$ cat config.mk
export PLATFORM = sky130hd
export DESIGN_NAME = simple_merger
export DESIGN_NICKNAME = d
export VERILOG_FILES = /design/src/rtl/simple_merger.sv
export SDC_FILE = /design/constraint.sdc
export NUM_CORES = 1
export LEC_CHECK = 0
export BUFFER_PORTS_ARGS = -buffer_cell sky130_fd_sc_hd__buf_2
export CELL_PAD_IN_SITES_DETAIL_PLACEMENT = 0
export CELL_PAD_IN_SITES_GLOBAL_PLACEMENT = 2
export CORE_UTILIZATION = 23
export CTS_CLUSTER_SIZE = 30
export DETAILED_ROUTE_END_ITERATION = 10
export GPL_ROUTABILITY_DRIVEN = 0
export HOLD_SLACK_MARGIN = 0.02
export MAX_ROUTING_LAYER = met4
export PLACE_DENSITY_LB_ADDON = 0.2
export SLEW_MARGIN = 10
export SYNTH_ARGS = -nofsm -noshare
export SYNTH_HDL_FRONTEND = slang
export SYNTH_SLANG_ARGS = --single-unit
$ cat constraint.sdc
create_clock -name clk -period 4.9 [get_ports clk]
set_input_delay 0.245 -clock clk [delete_from_list [all_inputs] [get_ports clk]]
set_output_delay 0.245 -clock clk [all_outputs]
set_load 0.02 [all_outputs]
$ cat src/rtl/simple_merger.sv
// -----------------------------------------------------------------------------
// simple_merger
//
// Merges four independent valid/ready input streams onto one registered output
// stream. Inputs are arbitrated round-robin: the scan starts at the source
// after the last one granted. Each output word carries its source index so a
// downstream router can steer replies back.
//
// Ports:
//   clk                 system clock, rising edge
//   resetn              asynchronous active-low reset
//   din0..din3          source data words (DATA_WIDTH)
//   din_valid[3:0]      per-source valid
//   din_ready[3:0]      per-source accept strobe (combinational, one-hot or 0)
//   dout                merged output word (registered)
//   dout_addr[1:0]      source index of dout (registered)
//   dout_valid          output valid (registered)
//   dout_ready          sink accepts dout this cycle
//
// Optional feature (macro SIMPLE_MERGER_STATS_EN):
//   xfer_cnt0..xfer_cnt3  16-bit wrapping counts of words accepted per source
// -----------------------------------------------------------------------------
module simple_merger #(
    parameter int DATA_WIDTH = 32
) (
    input  logic                  clk,
    input  logic                  resetn,
    input  logic [DATA_WIDTH-1:0] din0,
    input  logic [DATA_WIDTH-1:0] din1,
    input  logic [DATA_WIDTH-1:0] din2,
    input  logic [DATA_WIDTH-1:0] din3,
    input  logic [3:0]            din_valid,
    output logic [3:0]            din_ready,
    output logic [DATA_WIDTH-1:0] dout,
    output logic [1:0]            dout_addr,
    output logic                  dout_valid,
    input  logic                  dout_ready
`ifdef SIMPLE_MERGER_STATS_EN
    ,
    output logic [15:0]           xfer_cnt0,
    output logic [15:0]           xfer_cnt1,
    output logic [15:0]           xfer_cnt2,
    output logic [15:0]           xfer_cnt3
`endif
);

    logic [DATA_WIDTH-1:0] dout_q, dout_d;
    logic [1:0]            dout_addr_q, dout_addr_d;
    logic                  dout_valid_q, dout_valid_d;
    logic [1:0]            ptr_q, ptr_d;

    logic                  load;
    logic                  found;
    logic                  accept;
    logic [1:0]            grant;
    logic [1:0]            idx;
    logic [DATA_WIDTH-1:0] sel_data;

    // Arbitration and next-state. The register accepts a new word whenever it
    // is empty or being drained this cycle, so drain and refill share an edge.
    always_comb begin
        // NOTE: every signal gets a default first so no path leaves it unassigned
        // and no latch is inferred.
        load         = !dout_valid_q || dout_ready;
        grant        = ptr_q;
        found        = 1'b0;
        idx          = ptr_q;
        for (int k = 0; k < 4; k++) begin
            idx = ptr_q + 2'(k);
            if (!found && din_valid[idx]) begin
                grant = idx;
                found = 1'b1;
            end
        end
        accept = load && found;

        // Reset holds the output empty, so load would be 1; gate explicitly so
        // no source sees an accept while resetn is low.
        din_ready = (accept && resetn) ? (4'b0001 << grant) : 4'b0000;

        case (grant)
            2'd0:    sel_data = din0;
            2'd1:    sel_data = din1;
            2'd2:    sel_data = din2;
            default: sel_data = din3;
        endcase

        dout_d       = dout_q;
        dout_addr_d  = dout_addr_q;
        dout_valid_d = dout_valid_q;
        ptr_d        = ptr_q;
        if (load) begin
            if (found) begin
                dout_d       = sel_data;
                dout_addr_d  = grant;
                dout_valid_d = 1'b1;
                ptr_d        = grant + 2'd1;
            end else begin
                // Idle: drop valid, keep the last word and the pointer.
                dout_valid_d = 1'b0;
            end
        end
    end

    // NOTE: sequential state uses non-blocking assignments so every flop samples
    // the pre-edge values computed above.
    always_ff @(posedge clk or negedge resetn) begin
        if (!resetn) begin
            dout_q       <= '0;
            dout_addr_q  <= 2'd0;
            dout_valid_q <= 1'b0;
            ptr_q        <= 2'd0;
        end else begin
            dout_q       <= dout_d;
            dout_addr_q  <= dout_addr_d;
            dout_valid_q <= dout_valid_d;
            ptr_q        <= ptr_d;
        end
    end

    assign dout       = dout_q;
    assign dout_addr  = dout_addr_q;
    assign dout_valid = dout_valid_q;

`ifdef SIMPLE_MERGER_STATS_EN
    logic [15:0] xfer_cnt_q [4];
    logic [15:0] xfer_cnt_d [4];

    always_comb begin
        for (int i = 0; i < 4; i++) begin
            xfer_cnt_d[i] = xfer_cnt_q[i];
            if (accept && (grant == 2'(i))) begin
                xfer_cnt_d[i] = xfer_cnt_q[i] + 16'd1;  // wraps 0xFFFF -> 0
            end
        end
    end

    // NOTE: this small array is plain flops, not RAM, so it is safe and required
    // to reset it; a real memory array would be left unreset.
    always_ff @(posedge clk or negedge resetn) begin
        if (!resetn) begin
            for (int i = 0; i < 4; i++) xfer_cnt_q[i] <= 16'd0;
        end else begin
            for (int i = 0; i < 4; i++) xfer_cnt_q[i] <= xfer_cnt_d[i];
        end
    end

    assign xfer_cnt0 = xfer_cnt_q[0];
    assign xfer_cnt1 = xfer_cnt_q[1];
    assign xfer_cnt2 = xfer_cnt_q[2];
    assign xfer_cnt3 = xfer_cnt_q[3];
`endif

endmodule

Word-level counts from Yosys, hierarchy flattened --
Index checks and enable logic that the tools add are counted.
Word-level totals: flip-flop bits (word level) 37, logic and storage cells 45, memory bits (writable) 0, bits in latches 0, bits of input ports 135, memories kept 0, ROM bits 0
Operators by class: equality and inequality tests 2, multiply operators 0, bitwise logic cells 0, shift operators 1, add/sub/neg operators 4, order comparisons 4, div/mod/pow operators 0, reduce and logical (&&, ||, !) cells 12, muxes and demuxes 18
Operators with widths (count):
- $pmux 32 s3 | 1
- $lt 2x3->1 const B | 4
- $mux 1 | 9
- $bmux 1 s2 | 4
- $mux 2 | 3
- $logic_and 1x1->1 | 5
- $add 2x1->2 const B | 2
- $add 2x2->2 const B | 2
- $logic_not 1->1 | 4
- $mux 4 | 1
- $shl 1x2->4 const A | 1
- $eq 2x1->1 const B | 1
- $eq 2x2->1 const B | 1
- $logic_not 2->1 | 1
- $reduce_and 2->1 | 1
- $logic_or 1x1->1 | 1

Depth between registers and ports, before layout --
Gate-level depths: netlist of run 1.
depth after elaboration 15, gate-level depth with buffers 9, mapped depth without buffers 7

Worst setup path before layout of run 1 --
No wires, ideal clock.
kind register to register, from register ptr_q[1], to register dout_q[5] (netlist: dout[5]), period minus slack after synthesis 2510 ps, cell stages (with the launch flop) 10, setup time 125 ps, path buffers 2, required time 4775 ps, path slack 2390 ps, data arrival time 2385 ps, cells stage by stage dfrtp_1 and3b_1 or4_1 and2_1 ha_1 clkbuf_1 clkbuf_1 a222oi_1 o21ai_0 mux2_4
Between the ends: cells in the longest elaborated chain, start to end 14, elaborated cells between the ends (all ways) 29, classes of those cells 3 x add/sub; 2 x eq/ne; 16 x mux; 8 x reduce/logical
RTL lines:
- start: declaration | line 50 | logic [1:0] ptr_q, ptr_d;
- start signal: assignment | line 117 | ptr_q <= ptr_d;
- branches (longest 14 deep; another with $add 2x1->2)
- end signal: assignment | line 114 | dout_q <= dout_d;
- end: declaration | line 47 | logic [DATA_WIDTH-1:0] dout_q, dout_d;
Parallel ways; which one is timed is not known. The select of a mux whose other input is x is not followed. A chain may end at the register's enable or synchronous reset.

Final worst setup path of run 1 --
from register ptr_q[1], to output din_ready[2]
Between the ends: elaborated cells between the ends (all ways) 28, classes of those cells 3 x add/sub; 1 x shift; 16 x mux; 8 x reduce/logical
RTL lines:
- branches (longest 11 deep; another with $add 2x1->2)
- $mux 2 (*) | line 70 | if (!found && din_valid[idx]) begin
- named net grant[1] | line 55 | logic [1:0] grant;
- $shl 1x2->4 (*) | line 79 | din_ready = (accept && resetn) ? (4'b0001 << grant) : 4'b0000;
- $mux 4 (*) | line 79
- end: declaration | line 33 | output logic [3:0] din_ready,
Mark *: on every way through the listed nets, which the timed path passes. The select of a mux whose other input is x is not followed.

==> impl_metrics.csv, run 1 <==
group,metric,value,unit
timing,rsz0062_at_grt,"no",
drt,first_iter_violations,144,
setup_path,start_kind,"flip-flop",
drt,post-route-drc-count,0,
outcome,status,"finished clean",
grt,grt_max_degree,65,
logic_synthesis,syn_area,2310,µm²
floorplanning,core_area,9730,µm²
timing,worst_slew_pin_slew,1.07,ns
layout,drive_gt1_frac,0.573,
grt,grt_use_total,0.154,
power,leakagePower,1.70,nW
drt,vias,2527,
clocking,htree_levels,2,
power,peakVddDrop,0.179,mV
setup_path,max_stage_delay,0.67,ns
setup_path,cp.required,4.66,ns
clocking,cts_buffers,5,
setup_path,end_kind,"primary output",
clocking,cts_tree,"yes",
power,p_per_area,536,nW/µm²
clocking,cts.clk_slew.worst_paths,0.08,ns
logic_synthesis,synth_seq_area_share,0.401,
grt,grt_first_pass_wirelength,11900,µm
layout,fillers,1052,
place,postPlaceCellArea,3280,µm²
layout,syn_to_final_growth,48.4,%
layout,fin_cells,524,
clocking,cts_sinks,37,
floorplanning,die_area,10400,µm²
timing,finalMaxSlewViolations,0,
grt,antenna_found_initial,0,
logic_synthesis,ys_types,29,
job,max-cap-violations,0,
floorplanning,die_w,102,µm
timing,setup_violations,0,
logic_synthesis,synthCells,227,
layout,final_core_util,0.352,
setup_path,path_max_fanout,18,
timing,fin_crit,3.19,ns
logic_synthesis,synth.avg_cell_area,10.2,µm²
setup_path,r2r_start,"ptr_q[1]$_DFFE_PN0N_",
layout,multi_input_comb_area,1280,µm²
clocking,clk_root_buffer_cell,"clkbuf_8",
floorplanning,die_y,102,µm
layout,n_antenna_cell,0,
grt,grt_pass1_vias,2430,
place,dp_hpwl,5880,µm
hold_path,min_path_type,"input port to flip-flop",
logic_synthesis,synth_seq_cells,37,
clocking,clockBufferDepth,2,
setup_path,cp_slowest_cell,"ha_1",
clocking,cts_setup_buffers,0,
clocking,clk_latency,0.29,ns
drt,drt_wl_total,8030,µm
timing,finClkSkew,0.00788,ns
layout,regArea,926,µm²
setup_path,crit_start,"ptr_q[1]$_DFFE_PN0N_",
drt,viasPerCell,4.82,
grt,overflow,0,
hold_path,hold_start,"dout_ready",
setup_path,criticalPathCategory,"flip-flop to primary output",
place,portBuffers,173,
timing,slew_headroom,0.286,
floorplanning,ios,174,
layout,nets,530,
timing,fmax,0.313,GHz
logic_synthesis,synth_warnings,0,
setup_path,path_cells,"and3b_1 -> or4_1 -> nand2_1 -> ha_1 -> buf_4 -> and3_1 -> buf_2",
setup_path,cp_num_buf_inv,2,
drt,firstDrtPassIters,5,
drt,wl_per_cell,15.3,µm
drt,ant_nets,0,
place,place_inst,515,
layout,final_cell_area,3420,µm²
floorplanning,rows,36,
timing,period_share,0.652,
timing,hold_viol_final,0,
logic_synthesis,synth_fp_nets,367,
setup_path,worstPathArrival,2.95,ns
setup_path,cpLargestDelayFamily,"simple AND/OR/NAND/NOR gates",
floorplanning,start_util,0.237,
timing,tns,0,ns
[cell type report]
type,count,area share
clock inverter,3,0.0190
timing repair buffer,179,0.267
sequential,37,0.270
clock buffer,5,0.0201
tap,133,0.0486
multi-input combinational,167,0.375
[path summary, 6_finish.rpt]
| check | end | slack [ns] | cells past startpoint |
|---|---|---|---|
| setup / recovery | din_ready[2] | 1.71 | 7 |
| hold / removal | dout_valid$_DFFE_PN0P_ | 0.25 | 3 |
| setup reg to reg | dout[9]$_DFFE_PN0N_ | 1.91 | 8 |
| hold reg to reg | dout[16]$_DFFE_PN0N_ | 0.51 | 1 |
| max in group asynchronous | dout[13]$_DFFE_PN0N_ | 3.78 | 3 |
| min in group asynchronous | dout[24]$_DFFE_PN0N_ | 0.44 | 2 |
[timing repair]
action | 4_1_cts | 5_1_grt
hold endpoints to repair | 20 | 0
resized for setup | 0 | 0
hold buffers | 1 | 0
[cells in the final DEF (no fill, tap or decap), types with 2 or more instances in the layout]
cell and n:
bufinv_16 2, mux2_4 4, and3_1 5, ha_1 4
a222oi_1 32, buf_4 5, clkbuf_8 5, dfrtp_1 37
buf_2 173, nor2b_1 5, o21ai_0 36, nand2_1 34
o21ba_2 2, mux2_2 29
[routing by layer]
| metal | vias up | GRT usage | share of wire |
|---|---|---|---|
| li1 | 1211 | - | - |
| met1 | 1195 | 0.183 | 0.42 |
| met2 | 117 | 0.266 | 0.50 |
| met3 | 4 | 0.0287 | 0.067 |
| met4 | 0 | 0.0396 | 0.0095 |
| met5 | - | - | 0 |
[cell families after synthesis]
group	Yosys count	share of synthesized area
compound gates	76	0.246
simple gates	53	0.113
flops	37	0.401
mux	33	0.168
buf+inv	23	0.0450
fa+ha+maj	5	0.0271
[per-stage QoR]
stage	hold slack, ns	worst slack (ns)	total power [mW]
after floorplan	-0.0506	2.39	1.19
after global placement	0.254	1.93	1.54
after detailed placement	0.253	1.92	1.54
after CTS	0.246	1.65	1.87
after global routing	0.267	1.56	1.97
final	0.252	1.71	1.84
[cells in the mapped netlist]
| library cell | number | share of area |
|---|---|---|
| and3_1 | 5 | 0.014 |
| a222oi_1 | 32 | 0.14 |
| nor2_1 | 1 | 0.0016 |
| o21a_1 | 1 | 0.0033 |
| a31oi_1 | 1 | 0.0027 |
| o32a_1 | 1 | 0.0043 |
| buf_1 | 1 | 0.0016 |
| clkbuf_1 | 18 | 0.029 |
| nor2_2 | 1 | 0.0027 |
| and3b_1 | 1 | 0.0038 |
| mux2_4 | 4 | 0.026 |
| and2_1 | 1 | 0.0027 |
| o21ai_0 | 36 | 0.078 |
| nand3_1 | 1 | 0.0022 |
| or4_1 | 1 | 0.0033 |
| nor3_1 | 1 | 0.0022 |
| nor2b_1 | 5 | 0.014 |
| mux2_2 | 29 | 0.14 |
| o21bai_1 | 1 | 0.0033 |
| o21ba_2 | 2 | 0.0087 |
| nand2b_1 | 1 | 0.0027 |
| nand2_1 | 34 | 0.055 |
| buf_2 | 2 | 0.0043 |
| buf_6 | 2 | 0.0098 |
| a211o_1 | 1 | 0.0038 |
| nor4_4 | 1 | 0.0092 |
| ha_1 | 5 | 0.027 |
| o31ai_1 | 1 | 0.0033 |
| dfrtp_1 | 37 | 0.40 |
[state kept, by name (all words and copies together), names as in the netlist]
name / cells
dout: 32
ptr_q: 2
dout_valid: 1
dout_addr: 2
[report_power, final]
part | switching, mW | internal [mW]
Sequential | 0.0675 | 0.442
Combinational | 0.577 | 0.431
Clock | 0.117 | 0.202
[worst reg2reg max path: stages (launching register included)]
cell,delay (ns)
dfrtp_1,0.44
and3b_1,0.19
or4_1,0.52
and2_1,0.19
ha_1,0.41
buf_4,0.32
a222oi_1,0.39
o21ai_0,0.13
mux2_2,0.30
(Power assumes the default switching activity.)
==> inputs of run 2 (changes only) <==
- ABC_AREA: unset -> 1
- CORE_UTILIZATION: 23 -> 18
- clock period: 4.9 -> 2.59 ns (I/O delays scaled with it)
==> run 2 against run 1 <==
Compared with the run above:
- critical path depth up 9
- sequential share of layout area down 4.5 points
- global-route usage down 1.1 points
- synthesized cell count up 69%
- clock power up 93%
- largest power group unchanged
==> impl_metrics.csv, run 2 <==
group,metric,value,unit
outcome,status,"finished clean",
drt,first_iter_violations,98,
floorplanning,die_w,122,µm
drt,post-route-drc-count,0,
logic_synthesis,synth_common_cells,"nand2_1, dfrtp_1, o21ai_0",
logic_synthesis,synth.avg_cell_area,6.77,µm²
drt,firstDrtPassIters,6,
place,postPlaceCellArea,3770,µm²
logic_synthesis,synth_area_leaders,"dfrtp_1, nand2_1, a22o_1",
grt,grt_first_pass_wirelength,15600,µm
logic_synthesis,async_flop_share,1.00,
layout,layout_common_cells,"nand2_1, buf_2, o21ai_0",
timing,finClkSkew,0.00632,ns
grt,grt_use_total,0.142,
setup_path,end_kind,"primary output",
logic_synthesis,synth_seq_area_share,0.357,
grt,grt_pass1_vias,3068,
layout,n_antenna_cell,0,
logic_synthesis,synth_fp_nets,523,
floorplanning,die_area,14900,µm²
layout,largest_reg_flops,32,
hold_path,min_path_type,"input port to flip-flop",
place,portBuffers,173,
timing,rsz0062_at_grt,"yes",
clocking,clockBufferDepth,2,
grt,use_met3,0.0304,
timing,setup_ws,0.145,ns
grt,grt.busiest_layer,"met2",
timing,fin_crit,2.44,ns
timing,slew_headroom,0.642,
setup_path,start_kind,"flip-flop",
drt,drt_wl_total,10800,µm
power,peakVddDrop,0.782,mV
logic_synthesis,synth.most_common_cell,"nand2_1",
clocking,clk_latency,0.28,ns
logic_synthesis,synth_seq_cells,37,
place,place_ws,0.0468,ns
layout,drive_gt1_frac,0.406,
setup_path,worstPathArrival,2.32,ns
grt,grt_max_degree,59,
layout,layout_commonest_cell,"nand2_1",
timing,setup_violations,0,
drt,wl_per_cell,14.6,µm
clocking,htree_levels,2,
timing,tns,0,ns
logic_synthesis,synthCells,383,
drt,ant_nets,0,
floorplanning,ios,174,
timing,hold_viol_final,0,
drt,vias,3129,
layout,final_cell_area,4120,µm²
timing,period_share,0.944,
clocking,cts_buffers,5,
setup_path,path_max_fanout,17,
timing,worst_slew_pin_slew,0.538,ns
clocking,cts_sinks,37,
logic_synthesis,ys.flop_type,"dfrtp_1",
power,p_per_area,1800,nW/µm²
floorplanning,start_util,0.185,
floorplanning,core_area,14000,µm²
grt,overflow,0,
layout,nets,702,
drt,viasPerCell,4.22,
logic_synthesis,ys_types,18,
logic_synthesis,synth_warnings,0,
grt,antenna_found_initial,0,
floorplanning,rows,43,
setup_path,cp.required,2.46,ns
job,max-cap-violations,0,
grt,use_met2,0.245,
clocking,cts.clk_slew.worst_paths,0.05,ns
clocking,cts_tree,"yes",
layout,syn_to_final_growth,58.9,%
setup_path,criticalPathCategory,"flip-flop to primary output",
logic_synthesis,synth_edf_count,0,
logic_synthesis,syn_area,2590,µm²
timing,finalMaxSlewViolations,0,
floorplanning,die_y,122,µm
logic_synthesis,synth_top_area_cell,"dfrtp_1",
power,leakagePower,2.23,nW
grt,grt_use_met1,0.167,
timing,fmax,0.409,GHz
place,dp_hpwl,7640,µm
clocking,clk_root_buffer_cell,"clkbuf_16",
logic_synthesis,yosysTopAreaCellShare,0.357,
run 2: changes by cell type after synthesis, moves of 5 or more:
cell | before | now
a22o_1 | 0 | 32
nand2_1 | 34 | 179
and3_1 | 5 | 0
inv_1 | 0 | 12
a21oi_1 | 0 | 32
mux2_2 | 29 | 0
a222oi_1 | 32 | 0
nand3_1 | 1 | 8
nor2b_1 | 5 | 0
nor2_1 | 1 | 6
run 2: final cells by class:
type / count / area [µm²]
fillers: 1627 / 9870
multi-input cells: 303 / 1540
repair buffers: 199 / 1220
flip-flops and latches: 37 / 928
well taps: 180 / 225
clock buffers: 7 / 143
inverters: 16 / 65.1
run 2: worst paths after layout:
check                           slack [ns]                 start                     end  cells past startpoint
worst min register to register        0.46  dout[17]$_DFFE_PN0N_    dout[17]$_DFFE_PN0N_                      2
max in group asynchronous             1.65                resetn    ptr_q[1]$_DFFE_PN0N_                      3
min in group asynchronous             0.53                resetn    dout[15]$_DFFE_PN0N_                      3
worst max register to register        0.21  ptr_q[0]$_DFFE_PN0N_    dout[25]$_DFFE_PN0N_                     16
worst max-delay path                  0.15  ptr_q[0]$_DFFE_PN0N_            din_ready[1]                     16
worst min-delay path                  0.06            dout_ready  dout_valid$_DFFE_PN0P_                      2
run 2: power by group:
part | internal (mW) | leakage (nW) | total, mW | switching [mW]
sequential | 0.887 | 0.461 | 1.04 | 0.155
clock | 0.378 | 0.0700 | 0.617 | 0.238
combinational | 2.50 | 1.70 | 5.74 | 3.25
run 2: critical path, cell delays in order, from the launching register on:
cell     delay [ns]
dfrtp_2        0.43
inv_4          0.11
nand2_1        0.07
nand2_1        0.10
nand2_1        0.08
nand2_2        0.08
nand2_1        0.06
nor2_2         0.09
nand2_1        0.09
nand2_1        0.08
nand2_2        0.10
inv_2          0.09
ha_4           0.16
buf_12         0.16
inv_1          0.05
nor2_1         0.12
buf_4          0.16
run 2: stage by stage:
stage,hold WS (ns),instances,utilization,total power [mW]
3_5_place_dp,0.271,728,0.270,6.19
2_1_floorplan,-0.166,383,-,4.38
4_1_cts,0.0506,736,0.281,6.86
6_report,0.0589,742,0.294,7.40
3_3_place_gp,0.260,728,0.270,6.18
5_1_grt,0.0555,742,0.294,8.23
run 2: repair_timing:
item,in CTS,in global routing
pin swaps,0,2
hold buffers,1,0
endpoints found under the hold margin,37,0
setup buffers,0,3
endpoints found under the setup margin,3,36
gates cloned,0,3
gates resized for setup,2,24
run 2: logic make-up after synthesis:
group | count (synthesis) | share of synthesized area
AND/OR/NAND/NOR | 196 | 0.291
AO/OA/AOI/OAI | 102 | 0.249
flip-flops | 37 | 0.357
adder cells (fa/ha/maj) | 5 | 0.0241
buffers and inverters | 43 | 0.0787
run 2: metal layers:
| metal | up-vias | share of wire |
|---|---|---|
| met5 | - | 0 |
| met4 | 0 | 0.012 |
| met3 | 8 | 0.060 |
| met2 | 109 | 0.50 |
| met1 | 1396 | 0.42 |
| li1 | 1616 | - |
